File: config.mk
export PLATFORM = sky130hd
export DESIGN_NAME = mtm_alu_deserializer
export DESIGN_NICKNAME = d
export VERILOG_FILES = /design/src/rtl/mtm_alu_deserializer.sv
export SDC_FILE = /design/constraint.sdc
export NUM_CORES = 1
export LEC_CHECK = 0
export ABC_AREA = 1
export ABC_CLOCK_PERIOD_IN_PS = 2150
export BUFFER_PORTS_ARGS = -buffer_cell sky130_fd_sc_hd__buf_2
export CORE_MARGIN = 4
export CORE_UTILIZATION = 55
export DETAILED_ROUTE_END_ITERATION = 8
export MAX_ROUTING_LAYER = met4
export PLACE_DENSITY = 0.86
export REMOVE_ABC_BUFFERS = 1
export SLEW_MARGIN = 20
export SYNTH_ARGS = -nofsm -noshare
export SYNTH_HDL_FRONTEND = slang
export SYNTH_SLANG_ARGS = --single-unit
File: constraint.sdc
create_clock -name clk -period 2.15 [get_ports clk]
set_input_delay 0.215 -clock clk [delete_from_list [all_inputs] [get_ports clk]]
set_output_delay 0.215 -clock clk [all_outputs]
set_load 0.01 [all_outputs]
File: src/rtl/mtm_alu_deserializer.sv
// mtm_alu_deserializer: reassembles 8 data packets + 1 command packet from the serial line, checks them, strobes operands to the ALU core
// Ports: clk, rst_n (sync, active-low); sin serial input (idle 1);
//        a/b operands, op opcode, out_valid one-cycle strobe, err_data/err_crc/err_op one-hot error flags.
// Build option: define MTM_DESER_CRC_CHECK_EN to enable CRC-4 checking (err_crc is tied 0 otherwise).
module mtm_alu_deserializer #(
  parameter int DATA_PKTS = 8,
  parameter int OP_W = 3
) (
  input  logic            clk,
  input  logic            rst_n,
  input  logic            sin,
  output logic [31:0]     a,
  output logic [31:0]     b,
  output logic [OP_W-1:0] op,
  output logic            out_valid,
  output logic            err_data,
  output logic            err_crc,
  output logic            err_op
);
  localparam int CW = $clog2(DATA_PKTS + 2);
  typedef enum logic [2:0] {IDLE, TYPE, PAYLOAD, STOP, CHECK, WAIT_HIGH} state_t;
  state_t          state_q, state_d;
  logic            type_q, type_d;
  logic [2:0]      bit_cnt_q, bit_cnt_d;
  logic [CW-1:0]   pkt_cnt_q, pkt_cnt_d;
  logic [7:0]      byte_q, byte_d;
  logic [63:0]     data_q, data_d;
  logic [31:0]     a_q, a_d, b_q, b_d;
  logic [OP_W-1:0] op_q, op_d;
  logic            valid_q, valid_d, ed_q, ed_d, ec_q, ec_d, eo_q, eo_d, ferr_q, ferr_d;
  logic [OP_W-1:0] rx_op;
  logic            crc_bad, op_bad, cnt_bad;
  assign rx_op   = byte_q[OP_W+3:4];
  assign op_bad  = !(rx_op == OP_W'(0) || rx_op == OP_W'(1) || rx_op == OP_W'(4) || rx_op == OP_W'(5));
  assign cnt_bad = pkt_cnt_q != CW'(DATA_PKTS);
`ifdef MTM_DESER_CRC_CHECK_EN
  function automatic logic [3:0] crc4(input logic [64+OP_W:0] m);
    logic [3:0] c;
    c = '0;
    for (int i = 64 + OP_W; i >= 0; i--) c = {c[2:0], 1'b0} ^ ((m[i] ^ c[3]) ? 4'h3 : 4'h0);
    return c;
  endfunction
  // Evaluated while the cmd stop bit is on the line so the flag is registered into CHECK.
  assign crc_bad = crc4({data_q, 1'b1, rx_op}) != byte_q[3:0];
`else
  assign crc_bad = 1'b0;
`endif
  always_comb begin
    state_d   = state_q;
    type_d    = type_q;
    bit_cnt_d = bit_cnt_q;
    pkt_cnt_d = pkt_cnt_q;
    byte_d    = byte_q;
    data_d    = data_q;
    a_d       = a_q;
    b_d       = b_q;
    op_d      = op_q;
    ed_d      = ed_q;
    ec_d      = ec_q;
    eo_d      = eo_q;
    ferr_d    = ferr_q;
    valid_d   = 1'b0;
    case (state_q)
      IDLE:      state_d = sin ? IDLE : TYPE;
      TYPE: begin
        type_d    = sin;
        bit_cnt_d = '0;
        state_d   = PAYLOAD;
      end
      PAYLOAD: begin
        byte_d    = {byte_q[6:0], sin};
        bit_cnt_d = bit_cnt_q + 3'd1;
        state_d   = bit_cnt_q == 3'd7 ? STOP : PAYLOAD;
      end
      STOP:
        if (sin && !type_q) begin
          data_d    = {data_q[55:0], byte_q};
          pkt_cnt_d = pkt_cnt_q == CW'(DATA_PKTS + 1) ? pkt_cnt_q : pkt_cnt_q + 1'b1;
          state_d   = IDLE;
        end else begin
          // Outputs are registered here so they are valid alongside out_valid during CHECK.
          ferr_d  = !sin;
          valid_d = 1'b1;
          a_d     = data_q[31:0];
          b_d     = data_q[63:32];
          op_d    = rx_op;
          ed_d    = !sin || cnt_bad;
          ec_d    = !ed_d && crc_bad;
          eo_d    = !ed_d && !crc_bad && op_bad;
          state_d = CHECK;
        end
      CHECK: begin
        pkt_cnt_d = '0;
        state_d   = ferr_q ? WAIT_HIGH : IDLE;
      end
      WAIT_HIGH: state_d = sin ? IDLE : WAIT_HIGH;
      default:   state_d = IDLE;
    endcase
  end
  always_ff @(posedge clk)
    if (!rst_n) begin
      state_q   <= IDLE;
      type_q    <= 1'b0;
      bit_cnt_q <= '0;
      pkt_cnt_q <= '0;
      byte_q    <= '0;
      data_q    <= '0;
      a_q       <= '0;
      b_q       <= '0;
      op_q      <= '0;
      valid_q   <= 1'b0;
      ed_q      <= 1'b0;
      ec_q      <= 1'b0;
      eo_q      <= 1'b0;
      ferr_q    <= 1'b0;
    end else begin
      state_q   <= state_d;
      type_q    <= type_d;
      bit_cnt_q <= bit_cnt_d;
      pkt_cnt_q <= pkt_cnt_d;
      byte_q    <= byte_d;
      data_q    <= data_d;
      a_q       <= a_d;
      b_q       <= b_d;
      op_q      <= op_d;
      valid_q   <= valid_d;
      ed_q      <= ed_d;
      ec_q      <= ec_d;
      eo_q      <= eo_d;
      ferr_q    <= ferr_d;
    end
  assign a         = a_q;
  assign b         = b_q;
  assign op        = op_q;
  assign out_valid = valid_q;
  assign err_data  = ed_q;
  assign err_crc   = ec_q;
  assign err_op    = eo_q;
endmodule
==> flow_summary_export.csv <==
group,metric,value,unit
routing,wl_met2,5880,um
cells_and_area,drive_above_1_share,0.155,
floorplanning,rows,36,
worst_hold_path,hp-class,"primary input to flop",
sta,hold_viol,0,
logic_synthesis,yosys.cell_types.count,20,
sta,rsz0062_at_grt,"false",
routing,drtIter0Drc,330,
run,maxCapViolations,0,
routing,top_layer,"met4",
power_and_ir_drop,p_leak,3.01,nW
global_routing,antenna_found_initial,0,
logic_synthesis,synth-seq-cells,154,
clocking,cts_tree,"done",
logic_synthesis,syn_avg_cell_area,7.82,um^2
place,dp_hpwl,7380,um
floorplanning,die_w,108,um
setup_path,critPathTopFamily,"buffers and inverters",
routing,ant_nets,0,
logic_synthesis,yosys.area.top_type,"dfxtp_1",
logic_synthesis,synth_warnings,0,
global_routing,track_usage,0.216,
outcome,outcome,"completed",
setup_path,crit_top_cell,"nor2_1",
place,portBuffers,72,
sta,fin_skew,8.85,ps
cells_and_area,fillers,746,
power_and_ir_drop,fin_total_pwr,6.34,mW
routing,drc_errors,0,
cells_and_area,postLayoutCellArea,6520,um^2
sta,finalSetupViolCount,0,
clocking,numCtsBuffers,17,
clocking,clkTransAtPathRegs,60,ps
floorplanning,start_util,0.565,
routing,routed_wl,11900,um
floorplanning,dieArea,11700,um^2
sta,setup_ws,338,ps
logic_synthesis,yosysTopAreaCellShare,0.561,
logic_synthesis,syn-cell-area,5500,um^2
clocking,cts-hold-fix-buffers,1,
logic_synthesis,synthCells,703,
logic_synthesis,synth.area.top_cells,"dfxtp_1 56%, nor2_1 17%, o21ai_0 13%",
power_and_ir_drop,max-vdd-ir-drop,0.598,mV
setup_path,critPathMaxStageDelay,690,ps
setup_path,path_cells,"dlygate4sd3_1, buf_2, inv_1, nor2_1, inv_1, nor2_4, inv_2, nor2_1, nor2_1",
routing,wl_per_cell,13.2,um
global_routing,grt_pass1_wl,19700,um
routing,viasPerCell,5.29,
logic_synthesis,netlist_top_cells_count,"254 x nor2_1, 154 x dfxtp_1, 142 x o21ai_0, 30 x a21oi_1, 28 x nand2_1",
sta,finalCritPeriodShare,0.843,
routing,first_pass_iters,5,
logic_synthesis,synthFlopType,"dfxtp_1",
power_and_ir_drop,powerDensity,972,nW/um^2
sta,max_slew.worst_pin.slew,949,ps
routing,met1Wirelength,5080,um
clocking,clock_latency,520,ps
setup_path,endpoint_kind,"flop",
floorplanning,die_height,108,um
routing,vias,4791,
global_routing,grt.overflow.total,0,
floorplanning,core,9730,um^2
logic_synthesis,synthArstFlopShare,0,
sta,slew_headroom,0.366,
setup_path,crit_fanout,56,
setup_path,critical_path_class,"primary input to flop",
logic_synthesis,synth_most_common_cell,"nor2_1",
place,place_congestion,0.899,
cells_and_area,stdcell_count,906,
place,preCtsSetupSlack,477,ps
cells_and_area,final_nets,768,
clocking,cts_root_buffer,"clkbuf_8",
setup_path,required,2590,ps
logic_synthesis,ys_seq_area_frac,0.561,
setup_path,crit_path_start_kind,"primary input",
place,placedCellCount,873,
clocking,cts.sinks,154,
sta,final.min_clock_period,1810,ps
setup_path,worst-path-buf-inv,5,
global_routing,grt_max_degree,63,
cells_and_area,diodes,0,
global_routing,grt_pass1_vias,4339,
setup_path,slowest_stage,"inv_2",
logic_synthesis,synth-edff-count,0,
setup_path,cp.arrival,2260,ps
sta,fmax,552,MHz
clocking,post-cts-setup-buffer-count,0,
cells_and_area,area_growth,18.6,%
clocking,h-tree-depth,4,
sta,slew_violations,0,
sta,totalNegativeSetupSlack,0,ps
clocking,clk_path_buf_depth,2,
place,place_area,5880,um^2
floorplanning,ios,74,
clocking,post_cts_resized,0,
routing,wl_met3,819,um
-- sequential cells by signal, indices dropped and copies added, names as in the netlist, 3 cells and up --
name	flops
a	32
pkt_cnt_q	4
b	32
data_q	64
byte_q	8
bit_cnt_q	3
op	3
state_q	3
-- logic make-up (layout without fill, tap and decap cells) --
group,count (synthesis),in the layout,share of synthesized area
buffers and inverters,72,142,0.0603
DFF,154,154,0.561
adders and majority gates,5,5,0.0114
AOI/OAI and AO/OA,172,172,0.157
other,1,1,0.000682
and+or+nand+nor,299,299,0.210
-- routing by layer --
metal,up-vias,GRT usage
met4,0,0.0730
met5,-,-
met1,2202,0.264
li1,2371,-
met3,16,0.0603
met2,202,0.347
-- area by class of cell --
type / instances / area (um^2) / share of cell area
Multi-Input combinational cell: 477 / 2090 / 0.320
Timing Repair Buffer: 84 / 455 / 0.0699
Clock buffer: 20 / 435 / 0.0668
Clock inverter: 12 / 194 / 0.0298
Sequential cell: 154 / 3080 / 0.473
Tap cell: 133 / 166 / 0.0255
Inverter: 26 / 97.6 / 0.0150
-- layout by cell type, fill, tap and decap left out, types with 5 or more instances in the layout --
master	n
a21oi_1	30
buf_2	71
buf_4	12
bufinv_16	5
clkbuf_16	16
dfxtp_1	154
ha_1	5
inv_1	22
nand2_1	28
nand3_1	12
nor2_1	254
o21ai_0	142
-- stage by stage --
step                       util  hold slack, ps
after detailed placement  0.604             441
after global placement    0.604             441
after global routing      0.670             227
final                     0.670             203
after floorplan               -             335
after CTS                 0.670             175
-- tightest hold or removal path, stage by stage --
cell and delay [ps]:
buf_4 260, o21ai_0 140, nor2_1 40
-- power breakdown --
group	total, mW	internal (mW)	switching [mW]
Clock	3.14	2.03	1.12
Combinational	0.246	0.0819	0.164
Sequential	2.95	2.91	0.0361
Total	6.34	5.02	1.32
-- worst paths after layout --
path | cells after the start | slack [ps] | start | endpoint
max | 9 | 340 | sin | data_q[28]
min | 3 | 200 | rst_n | b[12]
max reg2reg | 7 | 390 | state_q[0] | data_q[28]
min reg2reg | 2 | 450 | byte_q[7] | data_q[7]
(Power assumes the default switching activity.)
